===== src/rtl/autorepeat_pkg.sv =====
// Shared types and constants for the autorepeat button pulser.
package autorepeat_pkg;

  typedef enum logic [1:0] {
    IDLE   = 2'd0,
    HOLD   = 2'd1,
    REPEAT = 2'd2
  } ar_state_t;

  // Divisor applied to REPEAT_CYCLES once the repeat rate accelerates.
  localparam int ACCEL_DIV = 4;

endpackage


===== src/rtl/rise_detect.sv =====
// Rising-edge detector: registers the previous level and flags a 0->1 step.
// The prev register runs through reset so a level held across reset is not an edge.
module rise_detect (
  input  logic clk,
  input  logic i_level,
  output logic o_rise
);

  logic r_prev;

  always_ff @(posedge clk) begin
    r_prev <= i_level;
  end

  assign o_rise = i_level & ~r_prev;

endmodule


===== src/rtl/autorepeat_pulser.sv =====
// Turns a debounced button level into one-cycle increment strobes with hold-to-repeat.
// Define AUTOREPEAT_ACCEL_EN to shorten the repeat period after ACCEL_AFTER repeats.
module autorepeat_pulser
  import autorepeat_pkg::*;
#(
  parameter int HOLD_CYCLES   = 50_000_000,
  parameter int REPEAT_CYCLES = 10_000_000,
  parameter int ACCEL_AFTER   = 8
) (
  input  logic      clk,
  input  logic      reset,
  input  logic      debounced,
  output logic      pulse,
  output logic      repeating,
  output ar_state_t dbg_state
);

  localparam int TIMER_MAX = (HOLD_CYCLES > REPEAT_CYCLES) ? HOLD_CYCLES : REPEAT_CYCLES;
  localparam int TW        = $clog2(TIMER_MAX);

  localparam logic [TW-1:0] HOLD_LAST = TW'(HOLD_CYCLES - 1);
  localparam logic [TW-1:0] SLOW_LAST = TW'(REPEAT_CYCLES - 1);

  if (HOLD_CYCLES < 2 || REPEAT_CYCLES < 2 || ACCEL_AFTER < 1) begin : g_bad_params
    $error("autorepeat_pulser: HOLD_CYCLES and REPEAT_CYCLES must be >= 2, ACCEL_AFTER >= 1");
  end

  ar_state_t     r_state;
  ar_state_t     w_state_next;
  logic [TW-1:0] r_timer;
  logic [TW-1:0] w_timer_next;
  logic [TW-1:0] w_period_last;
  logic          r_pulse;
  logic          w_pulse_next;
  logic          r_repeating;
  logic          w_rise;

  rise_detect u_rise_detect (
    .clk     (clk),
    .i_level (debounced),
    .o_rise  (w_rise)
  );

`ifdef AUTOREPEAT_ACCEL_EN
  localparam int CW        = $clog2(ACCEL_AFTER + 1);
  localparam int FAST_RAW  = REPEAT_CYCLES / ACCEL_DIV;
  localparam int FAST      = (FAST_RAW < 2) ? 2 : FAST_RAW;
  localparam logic [TW-1:0] FAST_LAST = TW'(FAST - 1);
  localparam logic [CW-1:0] COUNT_SAT = CW'(ACCEL_AFTER);

  logic [CW-1:0] r_count;
  logic          w_rep_hit;

  assign w_period_last = (r_count == COUNT_SAT) ? FAST_LAST : SLOW_LAST;
  assign w_rep_hit     = debounced && (r_state == REPEAT) && (r_timer == w_period_last);

  // Count of repeat pulses since the press; a release clears it.
  always_ff @(posedge clk) begin
    if (reset || !debounced) begin
      r_count <= '0;
    end else if (w_rep_hit && (r_count != COUNT_SAT)) begin
      r_count <= r_count + CW'(1);
    end
  end
`else
  assign w_period_last = SLOW_LAST;
`endif

  always_comb begin
    w_state_next = r_state;
    w_timer_next = r_timer;
    w_pulse_next = 1'b0;
    if (!debounced) begin
      // Release beats a terminal count in the same cycle.
      w_state_next = IDLE;
      w_timer_next = '0;
    end else begin
      case (r_state)
        IDLE: begin
          if (w_rise) begin
            w_state_next = HOLD;
            w_timer_next = '0;
            w_pulse_next = 1'b1;
          end
        end
        HOLD: begin
          if (r_timer == HOLD_LAST) begin
            w_state_next = REPEAT;
            w_timer_next = '0;
            w_pulse_next = 1'b1;
          end else begin
            w_timer_next = r_timer + TW'(1);
          end
        end
        REPEAT: begin
          if (r_timer == w_period_last) begin
            w_timer_next = '0;
            w_pulse_next = 1'b1;
          end else begin
            w_timer_next = r_timer + TW'(1);
          end
        end
        default: begin
          w_state_next = IDLE;
          w_timer_next = '0;
        end
      endcase
    end
  end

  always_ff @(posedge clk) begin
    if (reset) begin
      r_state     <= IDLE;
      r_timer     <= '0;
      r_pulse     <= 1'b0;
      r_repeating <= 1'b0;
    end else begin
      r_state     <= w_state_next;
      r_timer     <= w_timer_next;
      r_pulse     <= w_pulse_next;
      r_repeating <= (w_state_next == REPEAT);
    end
  end

  assign pulse     = r_pulse;
  assign repeating = r_repeating;
  assign dbg_state = r_state;

endmodule


===== config.mk =====
export PLATFORM = sky130hd
export DESIGN_NAME = autorepeat_pulser
export DESIGN_NICKNAME = d
export VERILOG_FILES = /design/src/rtl/autorepeat_pkg.sv /design/src/rtl/rise_detect.sv /design/src/rtl/autorepeat_pulser.sv
export SDC_FILE = /design/constraint.sdc
export NUM_CORES = 1
export LEC_CHECK = 0
export BUFFER_PORTS_ARGS = -buffer_cell sky130_fd_sc_hd__buf_2
export CAP_MARGIN = 20
export CELL_PAD_IN_SITES_DETAIL_PLACEMENT = 1
export CELL_PAD_IN_SITES_GLOBAL_PLACEMENT = 1
export CORE_MARGIN = 1.5
export CORE_UTILIZATION = 44
export CTS_CLUSTER_SIZE = 14
export DETAILED_ROUTE_END_ITERATION = 10
export PLACE_DENSITY = 0.87
export SETUP_SLACK_MARGIN = 0.05
export SYNTH_ARGS = -nofsm -noshare
export SYNTH_HDL_FRONTEND = slang
export SYNTH_SLANG_ARGS = --single-unit

===== constraint.sdc =====
create_clock -name clk -period 4.9 [get_ports clk]
set_input_delay 0.49 -clock clk [delete_from_list [all_inputs] [get_ports clk]]
set_output_delay 0.49 -clock clk [all_outputs]
set_load 0.01 [all_outputs]

==> results.md <==
* Outcome: finished, final reports clean
* Startpoint types: flip-flop
* Crit path largest cell delay at 0.55 ns
* Placed wire-length estimate at around 2700 um
* Cts bufs inserted at 5
* Num ports at 7
* Min-Delay Startpoint: debounced
* Setup TNS at 0 ns
* Post-Route WL at about 3800 um
* # diodes at 0
* Minimum clock period after layout at approximately 2.5 ns
* CTS tree: built
* Post-route ant nets at 0
* Initial Util at a little under half
* CP Max Fanout at 13
* Clk Latency, worst-skew pair at 0.28 ns
* Worst r2r src: r_timer[16]
* Sequential fraction of the synthesis area at a little under two fifths
* Initial antenna violation count at 0
* Core Footprint at approximately 3700 sq um
* Peak supply drop at ~0.12 mV
* DR vias at roughly 1500
* Syn Area/Cell at just over 8 sq um
* Post-synth ARST share at 0%
* Post-synth EDFFs at 0
* Die area at between 4000 and 5000 sq um
* Cells after Synth at 202
* GRT Total Usage at between 20% and 30%
* Clock Skews at 0.00424 ns
* Die W at between 60 and 70 um
* Number of global-route vias before repair at about 1400
* FF+latch count, synth at 31
* 1st-iter DRT viols at 62
* Area Growth Syn to Fin at 9.48%
* Clock buffer depth at 2
* Root buf cell: clkbuf_8
* Synth warnings at 0
* Post-DR wirelength/cell at between 10 and 15 um
* CP required at approximately 5 ns
* Number of vias per cell at ~5.7
* Pin count of the biggest net entering global routing at 15
* Pre-CTS WS at around 2.4 ns
* Crit-path slowest cell: or4_4
* Post-layout nets at approximately 220
* Period utilisation layout at ~50%
* Count of input and output buffers at 6
* Hold Buf Count CTS at 0
* Count of different cell masters after synthesis at between 40 and 50
* Die Y-Extent at approximately 65 um
* Mapped Area at between 1500 and 2000 sq um
* Filler instances at approximately 460
* Worst Setup End Kind: flip-flop
* Layout cells sized above 1 at about a tenth
* Final hold violation count at 0
* H-tree depth at 2
* DR pass1 iterations at 4
* Drt drc at 0
* Row count at 22
* RSZ-0062 raised after global routing: false
* Post-CTS setup buffers at 0
* Post-CTS resize count at 0
* Ys flop type: dfxtp_1
* Worst hold-check path type: in2reg
* Worst slew pin tran at between 0.8 and 0.9 ns
* Cell Chain, Critical Path: or4b_1, or4_4, o21ai_4, a21oi_2, o21ai_2, nor2_1
* Critical path data arrival time at between 2 and 3 ns
* Clk sinks at 31
* RD Place Congestion at 0.831
* PwrDens at roughly 270 nW/um^2
* Clk slew on worst S/H paths at roughly 0.070 ns
* First-pass GRT wire length at around 6600 um
* Max Fclk at 0.399 GHz
* Gr ovfl total at 0
* Worst setup startpoint: r_timer[16]
* Maxcap violations at 0
* Final Max Tran Viols at 0
* R2R Setup Slk at roughly 2.4 ns
* Mapped Nets at 210
* Final setup violation count at 0
* Critical path type: reg2reg
* Leakage at 0.000667 uW
* Final worst-path setup slack at between 2 and 2.5 ns
* Slew margin rel. at between 40% and 50%
layer usage:
layer	vias to the layer above	routed length, um	global-route usage, %
li1	731	-	-
met1	711	1870	27.0
met2	19	1750	31.2
met3	7	99	5.21
met4	0	59	7.18
met5	-	0	0
cell usage in the layout, fill, tap and decap left out, types with 5 or more instances in the layout:
master and count:
nor3_1 6, buf_2 6, clkbuf_8 7, nand4_1 6, dfxtp_1 31, nand3_1 19, nor2_1 28, ha_1 5
and3_1 6, nand2_1 20, inv_1 11, a21oi_1 5, xor2_1 9
power by group:
| group | internal, uW | leakage (uW) | switching [uW] |
|---|---|---|---|
| combinational | 6.96 | 0.000366 | 16.0 |
| clock | 128 | 0.0000515 | 94.7 |
| sequential | 253 | 0.000250 | 0.840 |
| total | 388 | 0.000667 | 112 |
flip-flops by register name, indices dropped and copies added, names as in the netlist:
register / flops
pulse: 1
r_timer: 26
dbg_state: 2
repeating: 1
u_rise_detect.r_prev: 1
through the flow:
stage / total power, uW / instances / util [%] / area [sq um] / hold WS, ns
4_1_cts: 509 / 259 / 50.1 / 1830 / 0.356
6_report: 500 / 259 / 50.1 / 1830 / 0.367
3_5_place_dp: 283 / 251 / 47.4 / 1730 / 0.492
2_1_floorplan: 277 / 202 / - / 1680 / 0.462
3_3_place_gp: 282 / 251 / 47.4 / 1730 / 0.480
5_1_grt: 520 / 259 / 50.1 / 1830 / 0.362
Yosys cell counts (2+ instances only):
cell type,instances,area share [%]
a21o_1,4,1.8
a21oi_1,5,1.5
a22o_1,4,2.1
a31oi_1,3,1.1
and2_1,4,1.5
and3_1,6,2.2
clkbuf_1,2,0.45
dfxtp_1,31,37
ha_1,5,3.7
inv_1,11,2.5
nand2_1,20,4.5
nand2b_1,2,0.75
nand3_1,19,5.7
nand4_1,6,2.2
nand4b_1,2,1.0
nor2_1,28,6.3
nor2b_1,3,1.1
nor3_1,6,1.8
nor4b_1,2,1.0
o21ai_4,2,1.9
or4b_1,2,1.2
xnor2_1,4,2.1
xor2_1,9,4.7
path summary, 6_finish.rpt:
path	endpoint	depth (start not counted)
setup / recovery	r_timer[13]	6
hold / removal	u_rise_detect.r_prev	1
setup reg to reg	r_timer[13]	6
hold reg to reg	r_timer[1]	2
cell type report:
cell class	count	area, sq um	area share [%]
Multi-Input combinational cell	155	982	53.5
Sequential cell	31	621	33.8
Clock buffer	8	100	5.46
Tap cell	48	60.1	3.27
Inverter	11	41.3	2.25
Timing Repair Buffer	6	30.0	1.64
critical path: cells and delay by family (launching register included):
family / cells / cell delay (ns)
AOI/OAI and AO/OA: 3 / 0.83
and+or+nand+nor: 3 / 1.17
DFF: 1 / 0.37
cells by family (layout without fill, tap and decap cells):
| group | after synthesis | count (layout) | synth area share (%) |
|---|---|---|---|
| AO/OA/AOI/OAI | 30 | 30 | 15.5 |
| XOR/XNOR | 13 | 13 | 6.80 |
| adder cells (fa/ha/maj) | 5 | 5 | 3.73 |
| buffers and inverters | 16 | 25 | 4.33 |
| flip-flops | 31 | 31 | 37.0 |
| AND/OR/NAND/NOR | 107 | 107 | 32.6 |
No activity file was read; power rests on OpenSTA's default activity.
